**src/rtl/gpio_serial_loader.sv**
```systemverilog
// Sequencer that walks the user-pad configuration words from pad N-1 down to 0,
// shifts each MSB-first into the GPIO control daisy chain and then latches it.
module gpio_serial_loader #(
    parameter int  MPRJ_IO_PADS = 38,
    parameter int  CFG_BITS     = 13,
    parameter int  CLK_DIV      = 2,
    localparam int IDX_W        = (MPRJ_IO_PADS > 1) ? $clog2(MPRJ_IO_PADS) : 1
) (
    input  logic                clock,
    input  logic                resetn,
    input  logic                xfer,
    output logic [IDX_W-1:0]    cfg_idx,
    input  logic [CFG_BITS-1:0] cfg_word,
    output logic                busy,
    output logic                done,
    output logic                serial_clock,
    output logic                serial_load,
    output logic                serial_resetn,
    output logic                serial_data_out
);

    localparam int DIV_W = (CLK_DIV > 1) ? $clog2(CLK_DIV) : 1;
    localparam int BIT_W = (CFG_BITS > 1) ? $clog2(CFG_BITS) : 1;

    typedef enum logic [2:0] {
        S_IDLE,
        S_FETCH,
        S_SHIFT_LO,
        S_SHIFT_HI,
        S_LATCH,
        S_DONE
    } state_e;

    state_e              state_q, state_d;
    logic [IDX_W-1:0]    idx_q, idx_d;
    logic [BIT_W-1:0]    bit_q, bit_d;
    logic [DIV_W-1:0]    div_q, div_d;
    logic [CFG_BITS-1:0] shreg_q, shreg_d;
    logic                sdo_q, sdo_d;
    logic                sclk_q, sclk_d;
    logic                load_q, load_d;
    logic                done_q, done_d;
    logic                busy_q, busy_d;
    logic                srstn_q;
    logic                phase_end;

    assign phase_end = (div_q == DIV_W'(CLK_DIV - 1));

    always_ff @(posedge clock or negedge resetn) begin
        if (!resetn) begin
            state_q <= S_IDLE;
            idx_q   <= '0;
            bit_q   <= '0;
            div_q   <= '0;
            shreg_q <= '0;
            sdo_q   <= 1'b0;
            sclk_q  <= 1'b0;
            load_q  <= 1'b0;
            done_q  <= 1'b0;
            busy_q  <= 1'b0;
            srstn_q <= 1'b0;
        end else begin
            state_q <= state_d;
            idx_q   <= idx_d;
            bit_q   <= bit_d;
            div_q   <= div_d;
            shreg_q <= shreg_d;
            sdo_q   <= sdo_d;
            sclk_q  <= sclk_d;
            load_q  <= load_d;
            done_q  <= done_d;
            busy_q  <= busy_d;
            srstn_q <= 1'b1;
        end
    end

    // Every output register is loaded on the edge that enters the state it
    // belongs to, so data and clock/strobe levels always change together.
    always_comb begin
        state_d = state_q;
        idx_d   = idx_q;
        bit_d   = bit_q;
        div_d   = div_q;
        shreg_d = shreg_q;
        sdo_d   = sdo_q;
        sclk_d  = sclk_q;
        load_d  = 1'b0;
        done_d  = 1'b0;
        busy_d  = busy_q;

        case (state_q)
            S_IDLE: begin
                if (xfer) begin
                    state_d = S_FETCH;
                    idx_d   = IDX_W'(MPRJ_IO_PADS - 1);
                    busy_d  = 1'b1;
                    sclk_d  = 1'b0;
                end
            end
            S_FETCH: begin
                shreg_d = cfg_word;
                sdo_d   = cfg_word[CFG_BITS-1];
                bit_d   = BIT_W'(CFG_BITS - 1);
                div_d   = '0;
                sclk_d  = 1'b0;
                state_d = S_SHIFT_LO;
            end
            S_SHIFT_LO: begin
                if (phase_end) begin
                    div_d   = '0;
                    sclk_d  = 1'b1;
                    state_d = S_SHIFT_HI;
                end else begin
                    div_d = div_q + DIV_W'(1);
                end
            end
            S_SHIFT_HI: begin
                if (phase_end) begin
                    div_d  = '0;
                    sclk_d = 1'b0;
                    if (bit_q != '0) begin
                        bit_d   = bit_q - BIT_W'(1);
                        shreg_d = shreg_q << 1;
                        sdo_d   = shreg_d[CFG_BITS-1];
                        state_d = S_SHIFT_LO;
                    end else if (idx_q != '0) begin
                        idx_d   = idx_q - IDX_W'(1);
                        state_d = S_FETCH;
                    end else begin
                        load_d  = 1'b1;
                        state_d = S_LATCH;
                    end
                end else begin
                    div_d = div_q + DIV_W'(1);
                end
            end
            S_LATCH: begin
                if (phase_end) begin
                    div_d   = '0;
                    done_d  = 1'b1;
                    busy_d  = 1'b0;
                    state_d = S_DONE;
                end else begin
                    load_d = 1'b1;
                    div_d  = div_q + DIV_W'(1);
                end
            end
            S_DONE: begin
                state_d = S_IDLE;
            end
            default: begin
                state_d = S_IDLE;
            end
        endcase
    end

    assign cfg_idx         = idx_q;
    assign busy            = busy_q;
    assign done            = done_q;
    assign serial_clock    = sclk_q;
    assign serial_load     = load_q;
    assign serial_resetn   = srstn_q;
    assign serial_data_out = sdo_q;

endmodule

```
**config.mk**
```make
export PLATFORM = sky130hd
export DESIGN_NAME = gpio_serial_loader
export DESIGN_NICKNAME = d
export VERILOG_FILES = /design/src/rtl/gpio_serial_loader.sv
export SDC_FILE = /design/constraint.sdc
export NUM_CORES = 1
export LEC_CHECK = 0
export ABC_AREA = 1
export CAP_MARGIN = 20
export CORE_AREA = 4 4 63 65
export CTS_CLUSTER_SIZE = 14
export DETAILED_ROUTE_END_ITERATION = 8
export DIE_AREA = 0 0 67 69
export GPL_ROUTABILITY_DRIVEN = 0
export MAX_ROUTING_LAYER = met4
export PLACE_DENSITY = 0.73
export SLEW_MARGIN = 40
export SYNTH_ARGS = -nofsm -noshare
export SYNTH_HDL_FRONTEND = slang
export SYNTH_SLANG_ARGS = --single-unit
```
**constraint.sdc**
```tcl
create_clock -name clock -period 1.65 [get_ports clock]
set_clock_uncertainty 0.15 [all_clocks]
set_input_delay 0.4125 -clock clock [delete_from_list [all_inputs] [get_ports clock]]
set_output_delay 0.4125 -clock clock [all_outputs]
set_load 0.01 [all_outputs]
```
# After elaboration in Yosys (flattened, before gate mapping)
# Index checks and enable logic that the tools add are counted.
# word_totals
inputBits	16
word_cells	75
reg_bits	32
output_inout_bits	12
# classes
n_addsub	3
n_reduce_logical	14
eq_ne	11
n_mux	36
# op_table
op	n
12-bit two-way mux	2
6-bit two-way mux	4
12-bit one-hot mux with 2 select lines	1
3-bit two-way mux	6
3-bit one-hot mux with 5 select lines	1
2-bit inequality test (second input constant)	7
1-bit two-way mux	13
6-bit one-hot mux with 2 select lines	1
4-bit two-way mux	2
1-bit one-hot mux with 2 select lines	4
4-bit one-hot mux with 2 select lines	1
4-bit AND reduction	2
2-bit nonzero test	4
4-bit nonzero test	2
3-bit by 2-bit equality test with 1-bit output (second input constant)	2
3-bit AND reduction	2
6-bit nonzero test	1
6-bit by 1-bit subtractor with 6-bit output (second input constant)	1
5-bit AND reduction	1
1-bit one-hot mux with 4 select lines	1
4-bit by 1-bit subtractor with 4-bit output (second input constant)	1
3-bit by 1-bit equality test with 1-bit output (second input constant)	1
3-bit equality test (second input constant)	1
3-bit logical NOT	1
other kinds (2)	2

# Longest topological paths before layout
# depth
depth_word	5
mapped_depth	10
ltp_nobuf	9

# Worst setup path before layout
# No wires, ideal clock.
# synth_path
path_kind	register to register
start	reg idx_q[0] (netlist: cfg_idx[0])
end	reg idx_q[0] (netlist: cfg_idx[0])
setup_time_ps	66
required_ps	1434
slack_ps	127
t_arrival_ps	1307
period_less_slack_ps	1523
path_stages_with_launch	8
path_buffers	0
path_cell_list	dfrtp_1 inv_1 ha_1 nand3_1 nor2_1 nor2_1 nand3_1 nand2_1
# synth_between
elab_chain_cells	5
elab_cells_between_ends	8
classes_between	add/sub (1); eq/ne (1); mux (4); reduce/logical (2)
# synth_lines
element	line_no	source
from (decl)	35	logic [IDX_W-1:0] idx_q, idx_d;
from (signal assigned)	64	idx_q <= idx_d;
6-bit by 1-bit subtractor with 6-bit output	127	idx_d = idx_q - IDX_W'(1);
6-bit two-way mux	126	end else if (idx_q != '0) begin
6-bit two-way mux	121	if (bit_q != '0) begin
6-bit two-way mux	118	if (phase_end) begin
6-bit one-hot mux with 2 select lines	91	case (state_q)
# Several ways; a longest one is shown, not always the timed one. The select of a mux whose other input is x is not followed.
# A chain may end at the register's enable or synchronous reset.

# Worst setup path after layout
# layout_path
start	reg idx_q[0] (netlist: cfg_idx[0])
end	out cfg_idx[0]
# layout_rtl
element	line_no	source
to (decl)	12	output logic [IDX_W-1:0] cfg_idx,
# No word-level cell between the ends.

==> impl_results.rst <==
.. list-table::
   :header-rows: 1

   * - Metric
     - Value
   * - Net count after synthesis
     - 252
   * - Part of the total power dissipated in combinational logic
     - 0.584
   * - Yosys synthesis warning count
     - 0
   * - Placed insts
     - 321
   * - Switching share of power
     - 0.4574
   * - Placed wire-length estimate
     - 2540 um
   * - Power dissipated by switching net loads
     - 1.939 mW
   * - Lkg Pwr
     - 1.189 nW
   * - Critical-path top delay cell
     - dfrtp_1
   * - Worst setup path class
     - reg -> out
   * - Via count of the first global-routing pass
     - 1453
   * - Finished Cell Area
     - 2252 sq um
   * - Gate count of the mapped netlist
     - 234
   * - Initial antenna violation count
     - 0
   * - Ant diodes
     - 0
   * - Avg WL per Cell
     - 10.87 um
   * - Fraction of the cycle the final worst path needs
     - 0.9674
   * - Die H
     - 69 um
   * - Overall routing resource usage
     - 0.1747
   * - Path type of the worst min-delay path
     - in -> async
   * - Final Net Count
     - 303
   * - WHS
     - 0.2893 ns
   * - Fin cells
     - 331
   * - Unique masters post-synth
     - 26
   * - Final number of setup-violating endpoints
     - 0
   * - Proportion of synthesized area in mux cells
     - 0
   * - Cell Area, Synth
     - 1723 sq um
   * - IO Count
     - 28
   * - Drt pass-1 iters
     - 4
   * - Reg-to-reg startpoint
     - cfg_idx[3]$_DFFE_PN0P_
   * - DRT iter0 DRCs
     - 125
   * - TritonCTS clock tree
     - done
   * - Critical path buffers and inverters
     - 1
   * - Fraction of power consumed by sequential logic
     - 0.317
   * - Final Slew Violations
     - 0
   * - Effective utilization at floorplan
     - 0.5163
   * - Reported max-cap violation count
     - 0
   * - Maximum VDD drop
     - 0.0009011 V
   * - Total of hold buffers inserted after clock tree synthesis
     - 0
   * - Cell at the root of the clock tree
     - clkbuf_4
   * - Compound-Gate Fraction of Synth Area
     - 0.05084
   * - Post-synthesis share of cell area spent on xor and xnor gates
     - 0.01017
   * - Global-route wire length before repair
     - 6216 um
   * - Register area share after synthesis
     - 0.4648
   * - Clock latency reported for the late side of the worst-skew pair
     - 0.32 ns
   * - Largest family of logic cells by synthesized area
     - simple AND/OR/NAND/NOR gates
   * - Fraction of layout cells with a size suffix above 1
     - 0.1649
   * - Number of nets still failing antenna checks after routing
     - 0
   * - Basic-gate share of the synthesized area counting and, or, nand and nor cells
     - 0.3951
   * - Portion of synthesized cell area occupied by the leading cell type
     - 0.4648
   * - Via-per-instance ratio
     - 4.689
   * - Highest attainable clock frequency
     - 626.5 MHz
   * - Required time at the worst-slack endpoint
     - 1.09 ns
   * - Detailed-route DRC error count
     - 0
   * - Port Buf Inserts
     - 27
   * - Floorplan die width
     - 67 um
   * - Int Power
     - 2.301 mW
   * - Power per Cell Area
     - 1883 nW/um^2
   * - Largest fanout on the critical path
     - 4
   * - Startpoint type of the worst setup path
     - register
   * - Number of sinks handled by clock tree synthesis
     - 32
   * - Largest cells by area after synthesis
     - dfrtp_1, nand2_1, nand3_1, o21ai_0, nor2_1
   * - Final Hold Fails
     - 0
   * - Adder and majority gate portion of the synthesized area
     - 0.01452
   * - Final critical path time including I/O delays and setup
     - 1.596 ns
   * - # H-tree levels
     - 2
   * - Flip-flop and latch count after synthesis
     - 32
   * - Launch point of the worst path
     - cfg_idx[0]$_DFFE_PN0P_
   * - Worst path max stage delay
     - 0.42 ns
   * - Cell area after placement
     - 2165 sq um
   * - Endpoint class of the critical path
     - output port
   * - Total wirelength of the detailed-routed design
     - 3597 um
   * - Data arrival time of the critical path
     - 1.03 ns
   * - Clock network fraction of total power
     - 0.098
   * - Global-route congestion overflow total
     - 0
   * - Bufs on Longest Clock Path
     - 2
   * - Post-synthesis area per instance
     - 7.363 sq um
   * - Post-synth top area cell
     - dfrtp_1
   * - Area grow syn2layout
     - 30.72%
   * - Die outline area
     - 4623 sq um
   * - Final standard cell utilization of the core
     - 0.6749
   * - CP delay by family, top
     - flip-flops
   * - Core outline area
     - 3337 sq um
   * - Clock transition at path regs
     - 0.11 ns
   * - Cell-by-cell trace of the critical path
     - dlygate4sd2_1
   * - Unrepaired setup endpoints after global routing
     - yes
   * - Largest net degree at the start of global routing
     - 33
   * - Result of the run
     - finished clean
   * - Std cell rows
     - 21
   * - Number of vias after detailed routing
     - 1552
   * - TritonCTS buffer count
     - 5
==> sequential cells by signal, summed over array words and instances, names as in the netlist, 3 cells and up <==
name and flops:
cfg_idx 6, shreg_q 12, bit_q 4, state_q 3
==> power groups by stage <==
stage               Clock [mW]  Combinational [mW]  Sequential, mW
finish                   0.417                2.48            1.35
global route             0.472                2.85            1.39
CTS                      0.431                2.39            1.32
detailed placement           0                2.39            1.35
global placement             0                2.35            1.35
floorplan                    0                1.60            1.37
==> logic make-up (layout without fill, tap and decap cells) <==
logic type,after synthesis,count (layout)
flip-flops,32,32
adder cells (fa/ha/maj),2,2
other,1,1
AO/OA/AOI/OAI,17,17
AND/OR/NAND/NOR,158,158
buffers and inverters,22,73
XOR/XNOR,2,2
==> cells in the final DEF, fill, tap and decap left out, drive strengths merged <==
cell / count
xnor2: 1
nand2: 115
nor3: 1
nand3b: 1
xor2: 1
o21ai: 14
dfrtp: 32
clkinv: 1
or2: 2
a21oi: 2
inv: 17
clkbuf: 6
buf: 22
clkdlybuf4s50: 15
nand3: 17
ha: 2
nand4: 3
dlygate4sd2: 11
conb: 1
nor2: 19
o21bai: 1
clkdlybuf4s15: 1
==> per-stage QoR <==
step / worst slack [ns] / total power, mW / setup TNS, ns
after global placement: -0.1047 / 3.696 / -0.6163
after global routing: -0.02735 / 4.704 / -0.1186
after CTS: 0.006914 / 4.139 / 0
after detailed placement: -0.1291 / 3.739 / -0.7131
final: 0.05373 / 4.240 / 0
after floorplan: 0.1266 / 2.972 / 0
==> final timing paths <==
check	endpoint	slack, ns	depth (start not counted)
hold / removal	cfg_idx[5]$_DFFE_PN0P_	0.29	2
setup / recovery	cfg_idx[0]	0.05	1
min in group clock	shreg_q[2]$_DFFE_PN0P_	0.34	2
max in group asynchronous	shreg_q[10]$_DFFE_PN0P_	0.87	2
hold reg to reg	shreg_q[2]$_DFFE_PN0P_	0.34	2
setup reg to reg	cfg_idx[5]$_DFFE_PN0P_	0.06	8
==> cell usage after synthesis, drive strengths merged <==
| cell type | instances |
|---|---|
| dfrtp | 32 |
| o21bai | 1 |
| a21oi | 2 |
| xor2 | 1 |
| nand3 | 17 |
| nand4 | 3 |
| conb | 1 |
| nor3 | 1 |
| nand2 | 115 |
| xnor2 | 1 |
| nand3b | 1 |
| ha | 2 |
| o21ai | 14 |
| nor2 | 19 |
| inv | 17 |
| or2 | 2 |
| buf | 5 |
==> metal layers <==
| layer | vias to the layer above | wire [um] | share of wire | GRT usage |
|---|---|---|---|---|
| met4 | 0 | 24 | 0.0067 | 0.06532 |
| li1 | 832 | - | - | - |
| met5 | - | 0 | 0 | - |
| met1 | 688 | 1716 | 0.48 | 0.2234 |
| met3 | 2 | 153 | 0.043 | 0.04870 |
| met2 | 30 | 1703 | 0.47 | 0.2609 |
==> area by class of cell <==
class | instances | area, sq um
multi-input combinational | 180 | 843.3
timing repair buffer | 49 | 434.2
sequential | 32 | 802.0
clock buffer | 6 | 41.29
fill | 312 | 1085
clock inverter | 1 | 5.005
inverter | 17 | 68.82
tap | 46 | 57.56
==> timing repair <==
action                                  CTS  global route
endpoints found under the setup margin   12            23
gates resized for setup                  12            11
gates cloned                              0             0
setup buffers                             2             1
Power figures use the tool's default switching activity.
